### config.mk
export PLATFORM = sky130hd
export DESIGN_NAME = ram_arbiter_2p
export DESIGN_NICKNAME = d
export VERILOG_FILES = /design/src/rtl/ram_arbiter_2p.sv
export SDC_FILE = /design/constraint.sdc
export NUM_CORES = 1
export LEC_CHECK = 0
export BUFFER_PORTS_ARGS = -buffer_cell sky130_fd_sc_hd__buf_2
export CORE_UTILIZATION = 30
export DETAILED_ROUTE_END_ITERATION = 10
export GPL_TIMING_DRIVEN = 0
export PLACE_DENSITY = 0.66
export SLEW_MARGIN = 20
export SYNTH_ARGS = -nofsm -noshare
export SYNTH_HDL_FRONTEND = slang
export SYNTH_SLANG_ARGS = --single-unit
### constraint.sdc
create_clock -name i_clk_arb -period 1.3 [get_ports i_clk_arb]
set_input_delay 0.195 -clock i_clk_arb [delete_from_list [all_inputs] [get_ports i_clk_arb]]
set_output_delay 0.195 -clock i_clk_arb [all_outputs]
set_load 0.05 [all_outputs]
### src/rtl/ram_arbiter_2p.sv
// Two-client round-robin sequencer for a single-port synchronous RAM.
// One command in flight at a time; all outputs come straight from registers.
module ram_arbiter_2p #(
  parameter int DATA_WIDTH = 8,
  parameter int ADDR_WIDTH = 4
) (
  input  logic                  i_clk_arb,
  input  logic                  i_rst_arb,

  input  logic                  i_req0,
  input  logic                  i_we0,
  input  logic [ADDR_WIDTH-1:0] i_addr0,
  input  logic [DATA_WIDTH-1:0] i_wdata0,
  output logic                  o_gnt0,
  output logic                  o_rvalid0,
  output logic [DATA_WIDTH-1:0] o_rdata0,

  input  logic                  i_req1,
  input  logic                  i_we1,
  input  logic [ADDR_WIDTH-1:0] i_addr1,
  input  logic [DATA_WIDTH-1:0] i_wdata1,
  output logic                  o_gnt1,
  output logic                  o_rvalid1,
  output logic [DATA_WIDTH-1:0] o_rdata1,

  output logic                  o_ram_en,
  output logic                  o_ram_we,
  output logic                  o_ram_re,
  output logic [ADDR_WIDTH-1:0] o_ram_addr,
  output logic [DATA_WIDTH-1:0] o_ram_wdata,
  input  logic [DATA_WIDTH-1:0] i_ram_rdata,

  output logic                  o_busy
);

  typedef enum logic [1:0] {
    IDLE  = 2'd0,
    ISSUE = 2'd1,
    RWAIT = 2'd2
  } state_e;

  state_e                state_q;
  logic                  prio_q;
  logic                  id_q;
  logic                  gnt0_q;
  logic                  gnt1_q;
  logic                  rvalid0_q;
  logic                  rvalid1_q;
  logic                  ram_en_q;
  logic                  ram_we_q;
  logic                  ram_re_q;
  logic                  busy_q;
  logic [DATA_WIDTH-1:0] rdata0_q;
  logic [DATA_WIDTH-1:0] rdata1_q;
  logic [DATA_WIDTH-1:0] ram_wdata_q;
  logic [ADDR_WIDTH-1:0] ram_addr_q;

  logic                  any_req_d;
  logic                  win_d;
  logic                  we_d;
  logic [ADDR_WIDTH-1:0] addr_d;
  logic [DATA_WIDTH-1:0] wdata_d;

  // prio_q = 1 hands a tie to client 1; a lone requester always wins.
  always_comb begin
    any_req_d = i_req0 | i_req1;
    win_d     = i_req1 & (~i_req0 | prio_q);
    we_d      = win_d ? i_we1    : i_we0;
    addr_d    = win_d ? i_addr1  : i_addr0;
    wdata_d   = win_d ? i_wdata1 : i_wdata0;
  end

  always_ff @(posedge i_clk_arb) begin
    if (i_rst_arb) begin
      state_q     <= IDLE;
      prio_q      <= 1'b0;
      id_q        <= 1'b0;
      gnt0_q      <= 1'b0;
      gnt1_q      <= 1'b0;
      rvalid0_q   <= 1'b0;
      rvalid1_q   <= 1'b0;
      ram_en_q    <= 1'b0;
      ram_we_q    <= 1'b0;
      ram_re_q    <= 1'b0;
      busy_q      <= 1'b0;
      rdata0_q    <= '0;
      rdata1_q    <= '0;
      ram_addr_q  <= '0;
      ram_wdata_q <= '0;
    end else begin
      gnt0_q    <= 1'b0;
      gnt1_q    <= 1'b0;
      rvalid0_q <= 1'b0;
      rvalid1_q <= 1'b0;
      ram_en_q  <= 1'b0;
      ram_we_q  <= 1'b0;
      ram_re_q  <= 1'b0;

      unique case (state_q)
        IDLE: begin
          if (any_req_d) begin
            state_q     <= ISSUE;
            busy_q      <= 1'b1;
            id_q        <= win_d;
            prio_q      <= ~win_d;
            gnt0_q      <= ~win_d;
            gnt1_q      <= win_d;
            ram_en_q    <= 1'b1;
            ram_we_q    <= we_d;
            ram_re_q    <= ~we_d;
            ram_addr_q  <= addr_d;
            ram_wdata_q <= wdata_d;
          end
        end

        ISSUE: begin
          // ram_we_q still holds the command type during this cycle.
          if (ram_we_q) begin
            state_q <= IDLE;
            busy_q  <= 1'b0;
          end else begin
            state_q <= RWAIT;
          end
        end

        RWAIT: begin
          state_q <= IDLE;
          busy_q  <= 1'b0;
          if (id_q) begin
            rdata1_q  <= i_ram_rdata;
            rvalid1_q <= 1'b1;
          end else begin
            rdata0_q  <= i_ram_rdata;
            rvalid0_q <= 1'b1;
          end
        end

        default: begin
          state_q <= IDLE;
          busy_q  <= 1'b0;
        end
      endcase
    end
  end

  assign o_gnt0      = gnt0_q;
  assign o_gnt1      = gnt1_q;
  assign o_rvalid0   = rvalid0_q;
  assign o_rvalid1   = rvalid1_q;
  assign o_rdata0    = rdata0_q;
  assign o_rdata1    = rdata1_q;
  assign o_ram_en    = ram_en_q;
  assign o_ram_we    = ram_we_q;
  assign o_ram_re    = ram_re_q;
  assign o_ram_addr  = ram_addr_q;
  assign o_ram_wdata = ram_wdata_q;
  assign o_busy      = busy_q;

endmodule

==> results of run 1 <==
## placed cells by master (no fill, tap or decap), types with 2 or more instances in the layout
cell type	count
buf_2	72
dfxtp_1	38
nor2_1	19
a21oi_1	16
mux2i_1	16
nand3_1	13
o21ai_0	12
a311oi_1	7
clkbuf_8	6
clkbuf_1	5
a311oi_2	5
inv_1	4
buf_4	4
nor3_1	2
dfxtp_2	2
## Yosys cell counts, types with 2 or more instances
cell type and count:
dfxtp_1 40, nor2_1 19, a21oi_1 16, mux2i_1 16
nand3_1 13, o21ai_0 12, a311oi_1 7, a311oi_2 5
buf_4 5, clkbuf_1 4, inv_1 4, nor3_1 2
## cells by family (layout without fill, tap and decap cells)
group / count (synthesis) / count (layout) / synth area share
buffers and inverters: 19 / 96 / 0.0758
muxes: 16 / 16 / 0.0980
DFF: 40 / 40 / 0.490
AOI/OAI and AO/OA: 44 / 44 / 0.191
and+or+nand+nor: 46 / 46 / 0.145
## sequential cells by signal (all words and copies together), names as in the netlist
register     cells
o_gnt0           1
o_rdata1         8
o_rvalid0        1
o_gnt1           1
o_ram_wdata      8
o_ram_re         1
o_busy           1
o_rdata0         8
id_q             1
state_q          2
o_ram_we         1
o_ram_addr       4
prio_q           1
o_rvalid1        1
o_ram_en         1
## metal layers
metal | routed length, um | part of all wire | vias up | global-route usage
met1 | 1920 | 0.47 | 665 | 0.185
met3 | 256 | 0.063 | 7 | 0.0384
met2 | 1820 | 0.45 | 60 | 0.231
li1 | - | - | 747 | -
met5 | 0 | 0 | - | 0
met4 | 62 | 0.015 | 0 | 0.0617
## final timing paths
check,startpoint,end,slack [ps],depth (start not counted)
setup reg to reg,state_q[1],o_rdata0[6],110,4
hold reg to reg,o_ram_we,state_q[1],470,1
setup / recovery,state_q[1],o_rdata0[6],110,4
hold / removal,i_ram_rdata[1],o_rdata1[1],160,3
## worst max-delay path: stages, from the launching register on
cell,delay [ps]
dfxtp_2,390
nor3b_2,170
buf_4,220
mux2i_1,220
nor2_1,50
## area by class of cell
class | instances | share of cell area
multi-input cells | 106 | 0.331
plain buffers | 13 | 0.0453
flip-flops and latches | 40 | 0.373
repair buffers | 71 | 0.165
inverters | 5 | 0.00872
clock inverters | 1 | 0.00233
clock buffers | 6 | 0.0337
well taps | 70 | 0.0407
## report_power, final
| part | total (mW) | internal, mW | switching, mW |
|---|---|---|---|
| Clock | 0.776 | 0.365 | 0.410 |
| Combinational | 0.704 | 0.228 | 0.476 |
| Sequential | 1.36 | 1.31 | 0.0472 |
| Total | 2.84 | 1.90 | 0.933 |
==> summary.txt, run 1 <==
Routing
  – WL final: 4.05 mm
  – Drt initial violations: 46
  – Vias per cell: 4.74
  – Wire per inst: 13.0 um
  – DRC Markers: 0
  – Routed Antenna Nets: 0
  – Routed vias: 1479
  – DRT Pass-1 Iters: 4

STA
  – Slew HR: 0.611
  – Fmax: 844 MHz
  – Worst Max-Slew Pin Slew: 583 ps
  – # setup viols final: 0
  – Clock Skew: 12.6 ps
  – Final hold vios: 0
  – RSZ-0062 raised after global routing: false
  – Final Worst Setup Slack: 115 ps
  – Setup Total Neg Slack: 0 ps
  – Final worst path period share: 0.912
  – Pins Over Slew Limit: 0
  – Tmin final: 1190 ps
  – WHS: 161 ps

Power
  – Max rail drop VDD: 0.571 mV
  – Power density cells: 1320 nW/um^2
  – Leak pwr: 1.02 nW
  – Final Power: 2.84 mW

Finish
  – Layout area overhead: 31.7%
  – Ant diodes: 0
  – Fin util: 0.416
  – FILL cells: 540
  – Post-Layout Inst Area: 2150 sq um
  – Total Nets Final: 280
  – Multi-input logic area: 712 sq um
  – Reg area: 803 sq um
  – Non-Filler Instances: 312
  – Layout cells sized above 1: 0.409

Clocking
  – CTS tree: yes
  – H-tree levels: 2
  – CTS Buf Count: 5
  – CTS sink count: 40
  – CTS Root Cell: clkbuf_8
  – CTS Hold Buffers Added: 0
  – Clock Pin Slew Worst Setup and Hold Paths: 70 ps
  – Post-CTS setup repair buffer count: 0
  – Clk Latency, worst-skew pair: 290 ps
  – Post-CTS resize count: 0
  – CTS Buffer Depth: 2

Yosys
  – Post-synth EDFFs: 0
  – Syn Nets: 203
  – Biggest area consumer among synthesized cells: dfxtp_1
  – Synth Instances: 165
  – Mapped cell area: 1630 sq um
  – Seq cells post-synth: 40
  – Yosys top cell area share: 0.490
  – Register area share after synthesis: 0.490
  – Fraction of registers with async set or reset after synthesis: 0
  – Main synth FF type: dfxtp_1
  – Unique masters post-synth: 34
  – Synth warn: 0
  – Ranking of synthesized cells by area: dfxtp_1 49%, mux2i_1 9.8%, a21oi_1 4.9%, a311oi_2 4.6%, nor2_1 4.4%
  – Post-Syn Area per Cell: 9.90 sq um

GRT
  – Largest net degree at the start of global routing: 12
  – GRT overflow: 0
  – First-pass GRT wire length: 6.15 mm
  – Antenna violations before repair: 0
  – GRT Util Overall: 0.145
  – Vias in the first global route: 1306

Floorplanning
  – Initial Utilization: 0.316
  – Num rows: 26
  – Io pins: 74
  – Die H: 75.8 um
  – Die width: 75.8 um
  – Core ar.: 5170 sq um
  – Die area: 5750 sq um

Worst setup path
  – Critical Path End Type: register
  – Crit start category: register
  – Crit Path Category: register to register
  – Worst path arrival time: 1340 ps
  – CP Data Required Time: 1450 ps
  – Worst-path fanout max: 9

Run status
  – Status: finished, final reports clean

Placement
  – Placer Congestion: 0.777
  – HPWL after DPL: 2.99 mm
  – Port Buffers: 71
  – Place WS: 31.4 ps
  – Area after DPL: 2080 sq um
  – Number of placed cells counting well taps: 306

Min path
  – Hold Crit Class: input pin to register

Job
  – MaxCap Viol Count: 0
(Power assumes the default switching activity.)
==> run 2: changes to the inputs <==
- ABC_AREA: unset -> 1
- PLACE_DENSITY: 0.66 -> 0.65
==> run 2 against run 1 <==
  * Die area increased by 7.5%
  * Core utilization decreased by 0.19 points
  * Non-clock buffer count increased by 1
  * Global-route usage decreased by 0.14 points
  * Sequential cell count unchanged
  * Area after synthesis increased by 7.7%
  * Fmax increased by 2.1%
  * Cell count increased by 28%
  * Count of clock-buffer cells in the layout increased by 2
  * Final area increased by 7.3%
  * Sequential share of layout area decreased by 2.6 points
  * Critical endpoint is now o_ram_wdata[6]
  * Largest power group unchanged
==> summary.txt, run 2 <==
GRT
  – GRT Util Overall: 0.144 (-0.00144)
  – GRT overflow: 0 (unchanged)
  – Largest net degree at the start of global routing: 12 (unchanged)
  – First-pass GRT wire length: 6.93 mm (+13%)
  – Antenna violations before repair: 0 (unchanged)
  – Vias in the first global route: 1611 (+23%)

Routing
  – Drt initial violations: 52 (+13%)
  – Wire per inst: 10.3 um (-21%)
  – Routed vias: 1726 (+17%)
  – DRC Markers: 0 (unchanged)
  – WL final: 4.11 mm (+1.5%)
  – DRT Pass-1 Iters: 4 (unchanged)
  – Routed Antenna Nets: 0 (unchanged)
  – Vias per cell: 4.33 (-8.7%)

STA
  – Pins Over Slew Limit: 0 (unchanged)
  – Worst Max-Slew Pin Slew: 434 ps (-149 ps)
  – Tmin final: 1160 ps (-24.9 ps)
  – Slew HR: 0.710 (+0.0993)
  – Fmax: 862 MHz (+2.1%)
  – Setup Total Neg Slack: 0 ps (unchanged)
  – # setup viols final: 0 (unchanged)
  – Clock Skew: 8.39 ps (-4.18 ps)
  – RSZ-0062 raised after global routing: false
  – Final hold vios: 0 (unchanged)
  – Final worst path period share: 0.893 (-0.0192)

Finish
  – Most frequent cells in the layout: 76 x buf_2, 53 x nand2_1, 40 x dfxtp_1
  – Total Nets Final: 364 (+30%)
  – Layout area overhead: 31.1%
  – Layout cells sized above 1: 0.303 (-0.106)
  – Ant diodes: 0 (unchanged)
  – Fin util: 0.414 (-0.00192)
  – FILL cells: 646 (+20%)
  – Post-Layout Inst Area: 2310 sq um (+7.3%)
  – Commonest non-fill, non-tap cell in the layout: buf_2

Clocking
  – CTS Buffer Depth: 2 (unchanged)
  – CTS Hold Buffers Added: 0 (unchanged)
  – CTS sink count: 40 (unchanged)
  – Clock Pin Slew Worst Setup and Hold Paths: 80 ps (about the same)
  – CTS Root Cell: clkbuf_8
  – CTS tree: yes
  – H-tree levels: 2 (unchanged)
  – Clk Latency, worst-skew pair: 290 ps (about the same)
  – CTS Buf Count: 5 (unchanged)

Yosys
  – Yosys top cell area share: 0.455 (-0.0352)
  – Fraction of registers with async set or reset after synthesis: 0 (unchanged)
  – Post-Syn Area per Cell: 7.13 sq um (-28%)
  – Synth warn: 0 (unchanged)
  – Unique masters post-synth: 20 (-41%)
  – Post-synth EDFFs: 0 (unchanged)
  – Ranking of synthesized cells by area: dfxtp_1 45%, nand2_1 11%, inv_1 8.3%, a21oi_1 8.2%, nor2_1 6.4%
  – Most numerous cell in the Yosys netlist: nand2_1
  – Mapped cell area: 1760 sq um (+7.7%)
  – Syn Nets: 285 (+40%)
  – Seq cells post-synth: 40 (unchanged)
  – Main synth FF type: dfxtp_1
  – Synth Instances: 247 (+50%)
  – Biggest area consumer among synthesized cells: dfxtp_1
  – Register area share after synthesis: 0.455 (-0.0352)
  – Top cells by count, synth: 53 x nand2_1, 40 x dfxtp_1, 39 x inv_1

Floorplanning
  – Num rows: 27 (+3.8%)
  – Die H: 78.6 um (+3.7%)
  – Die width: 78.6 um (+3.7%)
  – Io pins: 74 (unchanged)
  – Die area: 6180 sq um (+7.5%)
  – Initial Utilization: 0.316 (about the same)
  – Core ar.: 5570 sq um (+7.8%)

Placement
  – Area after DPL: 2210 sq um (+6.4%)
  – Placer Congestion: 0.795 (+2.4%)
  – Port Buffers: 72 (+1.4%)
  – HPWL after DPL: 3.18 mm (+6.3%)

Min path
  – Hold Crit Class: input pin to register
  – WHS Endpoint: o_rdata0[6]
  – Hold depth: 2 (-1)
  – Hold Startpoint: i_rst_arb

Worst setup path
  – Critical Path Slowest Stage Cell: dfxtp_1
  – Worst-path fanout max: 10 (+1)
  – Worst path depth: 7 (+3)
  – Critical Path, Cell by Cell: inv_1 -> nand2_1 -> nor2_4 -> buf_6 -> nand2_1 -> nor2_1 -> nor2_1
  – Buf/Inv on CP: 2 (+1)
  – FF-to-FF Start: state_q[0]
  – Critical Path End Type: register
  – Crit path from: state_q[0]
  – CP Data Required Time: 1490 ps (+40 ps)
  – Crit start category: register
  – R2R setup slack: 140 ps (+20 ps)
  – Largest stage delay, worst path: 310 ps (-80 ps)
  – Worst path arrival time: 1350 ps (about the same)
  – Worst r2r path cells: 7 (+3)
  – Crit Path Category: register to register
  – Critical R2R Capture: o_ram_wdata[6]
  – Cell family with most CP delay: simple AND/OR/NAND/NOR gates

Power
  – Max rail drop VDD: 0.525 mV (-8.1%)
  – Leak pwr: 1.20 nW (+17%)
  – Power density cells: 1280 nW/um^2 (-2.6%)

Run status
  – Status: finished, final reports clean

Job
  – MaxCap Viol Count: 0 (unchanged)
## run 2: cell types whose count changed after synthesis, sizes merged, moves of 3 or more
cell | before | now
nor3 | 3 | 0
nand2 | 1 | 55
inv | 5 | 40
a21oi | 16 | 29
nor2 | 19 | 34
clkbuf | 6 | 2
a311oi | 12 | 0
buf | 8 | 11
mux2i | 16 | 0
nand3 | 13 | 17
nand4 | 1 | 8
## run 2: area by class of cell
cell class	count	area [sq um]	area share
Sequential cell	40	801	0.347
Multi-Input combinational cell	154	718	0.311
Clock buffer	8	90.1	0.0390
Buffer	13	98.8	0.0428
Timing Repair Buffer	72	360	0.156
Inverter	40	150	0.0650
Tap cell	72	90.1	0.0390
## run 2: logic make-up (layout without fill, tap and decap cells)
logic type | after synthesis | count (layout) | share of synthesized area
AO/OA/AOI/OAI | 40 | 40 | 0.116
flip-flops | 40 | 40 | 0.455
AND/OR/NAND/NOR | 114 | 114 | 0.288
buffers and inverters | 53 | 133 | 0.141
## run 2: worst max-delay path by stage
stage	end	slack [ps]
floorplan	o_busy	260
global placement	o_ram_wdata[6]	160
detailed placement	o_ram_wdata[2]	140
CTS	o_rdata0[4]	130
global route	o_ram_wdata[6]	10
finish	o_ram_wdata[6]	140
## run 2: worst reg2reg max path: stages, from the launching register on
cell     delay (ps)
dfxtp_1         310
inv_1           130
nand2_1         110
nor2_4          150
buf_6           160
nand2_1          70
nor2_1           90
nor2_1           50
## run 2: per-layer routing
metal | track usage | vias to the layer above | share of wire
met1 | 0.172 | 737 | 0.47
met3 | 0.0558 | 5 | 0.088
met5 | 0 | - | 0
met2 | 0.232 | 58 | 0.43
met4 | 0.0500 | 0 | 0.014
li1 | - | 926 | -
## run 2: timing repair
| item | in CTS | in global routing |
|---|---|---|
| endpoints found under the setup margin | 0 | 1 |
| resized for setup | 0 | 1 |
| setup buffers | 0 | 0 |
## run 2: power breakdown
part / switching, mW / internal [mW] / total (mW)
Sequential: 0.0375 / 1.31 / 1.35
Clock: 0.398 / 0.433 / 0.831
Combinational: 0.552 / 0.232 / 0.784
## run 2: per-stage QoR
step	instances	worst slack (ps)	total power, mW	hold WS (ps)
after floorplan	247	256	1.96	264
after global placement	391	158	2.16	386
after detailed placement	391	137	2.16	388
after CTS	399	134	3.01	77.7
after global routing	399	14.6	3.14	88.6
final	399	140	2.96	90.5
